<file path="src/rtl/types_pkg.sv">
// Shared datapath types: machine word, ALU operation encoding and the
// requester count used when the ALU arbiter is instantiated.
package types_pkg;

  localparam int XLEN = 32;

  typedef logic [XLEN-1:0] word_t;

  typedef enum logic [3:0] {
    ALU_ADD  = 4'd0,
    ALU_SUB  = 4'd1,
    ALU_AND  = 4'd2,
    ALU_OR   = 4'd3,
    ALU_XOR  = 4'd4,
    ALU_SLT  = 4'd5,
    ALU_SLTU = 4'd6,
    ALU_SLL  = 4'd7,
    ALU_SRL  = 4'd8,
    ALU_SRA  = 4'd9
  } aluop_e;

  // Number of units sharing the single ALU (execute stage + helper)
  localparam int N_ALU_REQ = 2;

  // Occupancy of the one-entry response slot in alu_arbiter
  typedef enum logic {
    SLOT_EMPTY = 1'b0,
    SLOT_FULL  = 1'b1
  } slot_e;

endpackage

</file>
<file path="src/rtl/rr_arbiter.sv">
// Combinational round-robin arbiter. Searches ptr, ptr+1, ... wrapping
// modulo N and grants the first asserted request. The pointer register
// itself lives in the caller so it can decide when rotation happens.
module rr_arbiter #(
  parameter  int N    = 2,
  localparam int ID_W = $clog2(N)
) (
  input  logic [N-1:0]    req,
  input  logic            en,
  input  logic [ID_W-1:0] ptr,
  output logic [N-1:0]    grant,
  output logic [ID_W-1:0] grant_id
);

  // Walk the requests starting at ptr and take the first valid one
  always_comb begin
    logic [ID_W-1:0] idx;
    logic            found;
    grant    = '0;
    grant_id = '0;
    found    = 1'b0;
    idx      = '0;
    if (en) begin
      for (int off = 0; off < N; off++) begin
        idx = ID_W'((int'(ptr) + off) % N);
        if (!found && req[idx]) begin
          grant[idx] = 1'b1;
          grant_id   = idx;
          found      = 1'b1;
        end
      end
    end
  end

endmodule

</file>
<file path="src/rtl/alu_arbiter.sv">
// Shares one combinational ALU between N_REQ requesters. A round-robin
// grant picks one operation per cycle, the ALU output is captured into a
// one-entry response slot, and the slot is returned to its owner over a
// per-requester valid/ready handshake. A new grant may reuse the slot in
// the same cycle it is being drained, so a steady stream runs without
// bubbles.
module alu_arbiter
  import types_pkg::*;
#(
  parameter  int N_REQ = N_ALU_REQ,
  localparam int ID_W  = $clog2(N_REQ)
) (
  input  logic             clk,
  input  logic             rst,
  input  logic [N_REQ-1:0] req_valid,
  output logic [N_REQ-1:0] req_ready,
  input  word_t            req_a [N_REQ],
  input  word_t            req_b [N_REQ],
  input  aluop_e           req_op [N_REQ],
  output logic [N_REQ-1:0] rsp_valid,
  input  logic [N_REQ-1:0] rsp_ready,
  output word_t            rsp_result,
  output logic             rsp_zero,
  output word_t            alu_a,
  output word_t            alu_b,
  output aluop_e           alu_control,
  input  word_t            alu_result,
  input  logic             alu_zero
);

  slot_e           slot_q, slot_d;
  logic [ID_W-1:0] id_q, id_d;
  logic [ID_W-1:0] ptr_q, ptr_d;
  word_t           res_q, res_d;
  logic            zero_q, zero_d;

  logic [N_REQ-1:0] grant;
  logic [ID_W-1:0]  grantId;
  logic             anyGrant;
  logic             drain;
  logic             acceptEn;

  // The slot can take a new op when empty or when its owner drains it now;
  // reset blocks acceptance so nothing is handshaken while rst is high
  always_comb begin
    drain    = (slot_q == SLOT_FULL) && rsp_ready[id_q];
    acceptEn = !rst && ((slot_q == SLOT_EMPTY) || drain);
    anyGrant = |grant;
    req_ready = grant;
  end

  rr_arbiter #(
    .N(N_REQ)
  ) uArb (
    .req      (req_valid),
    .en       (acceptEn),
    .ptr      (ptr_q),
    .grant    (grant),
    .grant_id (grantId)
  );

  // Route the winner's operands to the shared ALU; park it on ADD 0,0 when idle
  always_comb begin
    alu_a       = '0;
    alu_b       = '0;
    alu_control = ALU_ADD;
    if (anyGrant) begin
      alu_a       = req_a[grantId];
      alu_b       = req_b[grantId];
      alu_control = req_op[grantId];
    end
  end

  // Next slot contents and pointer: a grant refills the slot (even while
  // draining), a drain alone empties it, and the pointer moves only on grants
  always_comb begin
    slot_d = slot_q;
    id_d   = id_q;
    res_d  = res_q;
    zero_d = zero_q;
    ptr_d  = ptr_q;
    if (anyGrant) begin
      slot_d = SLOT_FULL;
      id_d   = grantId;
      res_d  = alu_result;
      zero_d = alu_zero;
      if (grantId == ID_W'(N_REQ - 1)) begin
        ptr_d = '0;
      end else begin
        ptr_d = grantId + ID_W'(1);
      end
    end else if (drain) begin
      slot_d = SLOT_EMPTY;
      res_d  = '0;
      zero_d = 1'b0;
    end
  end

  // Slot and pointer registers; reset discards any pending response
  always_ff @(posedge clk) begin
    if (rst) begin
      slot_q <= SLOT_EMPTY;
      id_q   <= '0;
      res_q  <= '0;
      zero_q <= 1'b0;
      ptr_q  <= '0;
    end else begin
      slot_q <= slot_d;
      id_q   <= id_d;
      res_q  <= res_d;
      zero_q <= zero_d;
      ptr_q  <= ptr_d;
    end
  end

  // Present the slot to its owner only; the shared result bus reads 0 when empty
  always_comb begin
    rsp_valid  = '0;
    rsp_result = '0;
    rsp_zero   = 1'b0;
    if (slot_q == SLOT_FULL) begin
      rsp_valid[id_q] = 1'b1;
      rsp_result      = res_q;
      rsp_zero        = zero_q;
    end
  end

endmodule
</file>
<file path="config.mk">
export PLATFORM = sky130hd
export DESIGN_NAME = alu_arbiter
export DESIGN_NICKNAME = d
export VERILOG_FILES = /design/src/rtl/types_pkg.sv /design/src/rtl/rr_arbiter.sv /design/src/rtl/alu_arbiter.sv
export SDC_FILE = /design/constraint.sdc
export NUM_CORES = 1
export LEC_CHECK = 0
export ABC_AREA = 1
export ABC_CLOCK_PERIOD_IN_PS = 1600
export BUFFER_PORTS_ARGS = -buffer_cell sky130_fd_sc_hd__buf_4
export CAP_MARGIN = 20
export CORE_AREA = 3 3 106 108
export CTS_BUF_LIST = sky130_fd_sc_hd__clkbuf_4 sky130_fd_sc_hd__clkbuf_8
export DETAILED_ROUTE_END_ITERATION = 12
export DIE_AREA = 0 0 109 111
export REMOVE_ABC_BUFFERS = 1
export SYNTH_ARGS = -nofsm -noshare
export SYNTH_HDL_FRONTEND = slang
export SYNTH_SLANG_ARGS = --single-unit
</file>
<file path="constraint.sdc">
create_clock -name clk -period 1.6 [get_ports clk]
set_clock_uncertainty 0.2 [all_clocks]
set_input_delay 0.08 -clock clk [delete_from_list [all_inputs] [get_ports clk]]
set_output_delay 0.08 -clock clk [all_outputs]
set_load 0.05 [all_outputs]
</file>
### Word level (Yosys, flattened, before mapping)

Cells that the tools add are included.

* register bits: 36
* latch bits: 0
* RAM bits: 0
* bits in read-only memories: 0
* output and inout bits: 105
* word-level logic and storage cells: 70
* memories kept: 0

* $add $sub $neg: 2
* $mul: 0
* div/mod/pow operators: 0
* order comparisons: 7
* equality and inequality tests: 0
* shift-type cells: 0
* multiplexer cells: 42
* bitwise gates (word level): 3
* reductions and logical operators: 11

Operator list (number)
* 2-to-1 mux 32 bit: 11
* 2-to-1 mux 1 bit: 19
* 2-to-1 mux 4 bit: 4
* 2-to-1 mux 2 bit: 5
* logical AND 1 bit: 6
* < comparator 1 x 2 -> 1 bit (second input constant): 3
* demux 1 bit (select 1 bit): 3
* >= comparator 1 bit (second input constant): 3
* adder 1 bit (second input constant): 2
* >= comparator 2 bit (second input constant): 1
* zero test 1 bit: 2
* inverter 1 -> 2 bit: 1
* bitwise OR 2 bit: 1
* nonzero test 2 bit: 1
* OR reduction 2 bit: 1
* logical OR 1 bit: 1
* inverter 1 bit: 1

### Depth between registers and ports, before layout

* word-level depth: 15
* mapped depth: 9
* mapped depth without buffers: 7

### Modules after synthesis

Synthesis repeated with hierarchy kept, for this count alone.

* cell total of the unflattened synthesis: 331
* area, all modules: 2314.7 um^2

By module, submodules not included
* alu_arbiter: times used 1, cells an instance 325, area an instance 2288.4 um^2, sequential area each 720.7 um^2
* rr_arbiter: times used 1, cells an instance 6, area an instance 26.3 um^2, sequential area each 0.0 um^2

### Worst setup path before layout

No wires, ideal clock.

* path type: register -> output
* start point: reg slot_q
* end point: out alu_a[23]
* arrival: 1.619 ns
* data required time: 1.320 ns
* setup slack: -0.299 ns
* stages on the path, launching flop included: 7
* path through: dfxtp_1 buf_2 nand3_2 nand3_4 inv_2 buf_2 a22o_1

RTL lines
* start, declared: line alu_arbiter.sv:31 `slot_e slot_q, slot_d;`
* start signal, assigned: line alu_arbiter.sv:108 `slot_q <= slot_d;`
* logical AND 1 bit / inverter 1 bit (equally long branches): line alu_arbiter.sv:46, alu_arbiter.sv:47
* logical OR 1 bit *: line alu_arbiter.sv:47 `acceptEn = !rst && ((slot_q == SLOT_EMPTY) || drain);`
* logical AND 1 bit *: line alu_arbiter.sv:47
* 2-to-1 mux 2 bit *: line rr_arbiter.sv:23 `if (en) begin`
* named net req_ready[0]: line alu_arbiter.sv:16 `output logic [N_REQ-1:0] req_ready,`
* OR reduction 2 bit *: line alu_arbiter.sv:48 `anyGrant = |grant;`
* 2-to-1 mux 32 bit *: line alu_arbiter.sv:67 `if (anyGrant) begin`
* end, declared: line alu_arbiter.sv:24 `output word_t alu_a,`

Mark *: on every way through the listed nets, which the timed path passes. The rest lies on a longest branch. The select of a mux whose other input is x is not followed.

### Worst setup path after layout

* start point: reg id_q
* end point: out alu_a[28]

* word-level cells in the longest chain between the ends: 11

Ends and longest elaborated chain
* start, declared: line alu_arbiter.sv:32 `logic [ID_W-1:0] id_q, id_d;`
* start signal, assigned: line alu_arbiter.sv:109 `id_q <= id_d;`
* 2-to-1 mux 1 bit (implied by the code) * (2 in series): line alu_arbiter.sv:46 `drain = (slot_q == SLOT_FULL) && rsp_ready[id_q];`
* logical AND 1 bit *: line alu_arbiter.sv:46
* logical OR 1 bit *: line alu_arbiter.sv:47
* logical AND 1 bit *: line alu_arbiter.sv:47
* 2-to-1 mux 1 bit: line rr_arbiter.sv:23
* inverter 1 -> 2 bit (implied by the code): line alu_arbiter.sv:68 `alu_a = req_a[grantId];`
* 2-to-1 mux 32 bit (implied by the code) (3 in series): line alu_arbiter.sv:68
* 2-to-1 mux 32 bit *: line alu_arbiter.sv:67

Mark *: on every way between the ends. The rest lies on a longest branch, timed or not. The select of a mux whose other input is x is not followed.

==> flow_metrics.env <==
export IMPL_outcome="finished, violations left"
export IMPL_violations="negative setup slack"
export IMPL_r2r_slack_ps=-210
export IMPL_drive_above_1_share_pct=52.9
export IMPL_synth_ff_type="dfxtp_1"
export IMPL_synth_edf_count=0
export IMPL_synth_area_per_cell_um2=7.32
export IMPL_yosys_warnings=0
export IMPL_rsz0062_at_grt="yes"
export IMPL_cp_top_family="buffers and inverters"
export IMPL_ys_async_sr_fraction_pct=0
export IMPL_finalHoldViolCount=0
export IMPL_drc_errors=0
export IMPL_arrival_ps=1640
export IMPL_first_pass_iters=5
export IMPL_drt_total_wl_mm=15.2
export IMPL_grt_use_total_pct=23.2
export IMPL_cts_buffers_inserted=5
export IMPL_hpwl_mm=11.6
export IMPL_max_clock_freq_ghz=0.522
export IMPL_hp_start="rst"
export IMPL_max_stage_delay_ps=340
export IMPL_vias=3823
export IMPL_vias_per_cell=4.90
export IMPL_maxSlewViolCount=0
export IMPL_r2r_cells=8
export IMPL_postRouteAntennaNets=0
export IMPL_clockBufferDepth=2
export IMPL_reg2reg_to="res_q[2]$_SDFFE_PP0P_"
export IMPL_period_minus_slack_ps=1920
export IMPL_p_total_mw=3.85
export IMPL_cts_tree="done"
export IMPL_ys_top_cells_by_count="72 x nand2_1, 68 x a22o_1, 38 x inv_1"
export IMPL_grt_pass1_wl_mm=21.8
export IMPL_yosysMostFrequentCell="nand2_1"
export IMPL_finalSetupViolations=103
export IMPL_start_kind="flip-flop"
export IMPL_cts_root_buf="clkbuf_8"
export IMPL_clkSlewWorstSetupHoldPaths_ps=70
export IMPL_synth_seq_cells=36
export IMPL_yosysSeqAreaShare_pct=29.9
export IMPL_cp_num_buf_inv=3
export IMPL_grt_overflow_total=0
export IMPL_irDropWorstVdd_uv=600
export IMPL_worstSetupPathType="flip-flop to primary output"
export IMPL_rr_startpoint="id_q$_SDFFE_PP0P_"
export IMPL_fin_crit_sh_pct=120
export IMPL_max_slew_worst_pin_slew_ps=376
export IMPL_post_drt_wl_per_cell_um=19.5
export IMPL_fp_dieW_um=109
export IMPL_ys_types=20
export IMPL_rows=37
export IMPL_whs_path_depth=3
export IMPL_instances_no_fill=781
export IMPL_gp_congestion=0.857
export IMPL_cap_viol_max_count=0
export IMPL_hold_class="primary input to flip-flop"
export IMPL_port_buffers=279
export IMPL_synth_top_area_share_pct=29.9
export IMPL_grt_max_degree=37
export IMPL_fin_ws_ps=-316
export IMPL_syn_area_um2=2410
export IMPL_die_h_um=111
export IMPL_die_area_um2=12100
export IMPL_leakage_nw=3.02
export IMPL_drt_iter0_drc=192
export IMPL_cp_startpoint="id_q$_SDFFE_PP0P_"
export IMPL_clock_sink_count=36
export IMPL_min_to="res_q[1]$_SDFFE_PP0P_"
export IMPL_fillers=949
export IMPL_fin_nets=819
export IMPL_cpMaxStageDelayCell="dfxtp_2"
export IMPL_num_io_pins=280
export IMPL_critPathRequiredTime_ps=1320
export IMPL_grt_pass1_vias=3816
export IMPL_critPathMaxFanout=11
export IMPL_synth_area_leaders="dfxtp_1 30%, a22o_1 25%, nand2_1 11%"
export IMPL_end_kind="primary output"
export IMPL_power_per_cell_area_nw_per_um2=669
export IMPL_critical_path_cell_chain="nand2_1 -> nand3_4 -> nand3_4 -> inv_8 -> buf_6 -> a22o_1 -> buf_6"
export IMPL_clock_latency_ps=280
export IMPL_synthCells=329
export IMPL_core_area_um2=10300
export IMPL_cts_htree_levels=2
export IMPL_areaGrowthSynthToFinish_pct=139
export IMPL_dp_cells=726
export IMPL_antenna_found_initial=0
export IMPL_yosysTopAreaCell="dfxtp_1"
export IMPL_maxSlewHeadroom_pct=75.0
export IMPL_start_util_pct=23.3
export IMPL_antenna_cells=0
==> metrics by stage <==
| step | util, % | instance area (um^2) | setup WS [ps] | hold WS, ps | TNS [ps] |
|---|---|---|---|---|---|
| 3_3_place_gp | 44.8 | 4630 | -165 | 147 | -7320 |
| 4_1_cts | 55.0 | 5680 | -319 | 130 | -26960 |
| 3_5_place_dp | 44.8 | 4630 | -236 | 151 | -11950 |
| 2_1_floorplan | - | 2200 | -1430 | -50.9 | -123740 |
| 5_1_grt | 55.7 | 5750 | -403 | 151 | -33340 |
| 6_report | 55.7 | 5750 | -316 | 143 | -23800 |
==> power by group <==
part	switching [mW]	internal, mW	leakage [nW]
Clock	0.311	0.385	0.0523
Sequential	0.0428	0.967	0.296
Combinational	1.18	0.964	2.67
Total	1.53	2.32	3.02
==> sequential cells by signal (all words and copies together), names as in the netlist <==
signal,flops
zero_q,1
id_q,1
slot_q,1
ptr_q,1
res_q,32
==> worst max-delay path by stage <==
stage | slack [ps] | end | cells past startpoint
after floorplan | -1430 | alu_a[0] | 4
after global placement | -160 | zero_q$_SDFFE_PP0P_ | 8
after detailed placement | -240 | res_q[24]$_SDFFE_PP0P_ | 8
after CTS | -320 | alu_control[3] | 8
after global routing | -400 | alu_b[25] | 7
final | -320 | alu_a[28] | 7
==> cells by family (layout without fill, tap and decap cells) <==
| kind of cell | after synthesis | after routing | share of synthesized area (%) |
|---|---|---|---|
| AOI/OAI and AO/OA | 104 | 104 | 32.4 |
| buffers and inverters | 76 | 392 | 15.2 |
| DFF | 36 | 36 | 29.9 |
| and+or+nand+nor | 113 | 113 | 22.5 |
==> repair_timing <==
item	CTS	global route
resized for setup	114	6
endpoints found under the hold margin	34	0
endpoints found under the setup margin	138	138
pin swaps	17	2
cloned	4	1
setup buffers	7	2
hold buffers	34	0
==> placed cells by master (no fill, tap or decap), types with 3 or more instances in the layout <==
cell	count
buf_4	225
nand2_1	71
buf_6	67
a22o_1	57
inv_1	37
dlygate4sd3_1	34
dfxtp_1	34
nand4_1	33
a21oi_1	33
a22o_4	11
buf_12	8
clkbuf_8	6
buf_16	4
buf_8	4
nand3_4	3
==> final cells by class <==
| cell class | count | area (um^2) | area share (%) |
|---|---|---|---|
| clock buffer | 8 | 97.6 | 1.70 |
| inverter | 41 | 169 | 2.94 |
| multi-input combinational | 217 | 1450 | 25.2 |
| sequential | 36 | 723 | 12.6 |
| tap | 136 | 170 | 2.96 |
| timing repair buffer | 343 | 3140 | 54.6 |
==> worst register-to-register path, stage by stage (launching register included) <==
cell and delay, ps:
dfxtp_2 340, inv_2 40, nand2_2 90, nand3_4 110, nand3_4 140, buf_4 300, buf_4 270, nand4_1 120
a21oi_1 140
==> routing by layer <==
metal | GRT usage, % | part of all wire (%)
met1 | 25.8 | 36
met2 | 43.1 | 53
met3 | 5.59 | 8.7
met5 | 0 | 0
met4 | 5.81 | 2.3
Note: power is estimated with default switching activity, not from simulation.
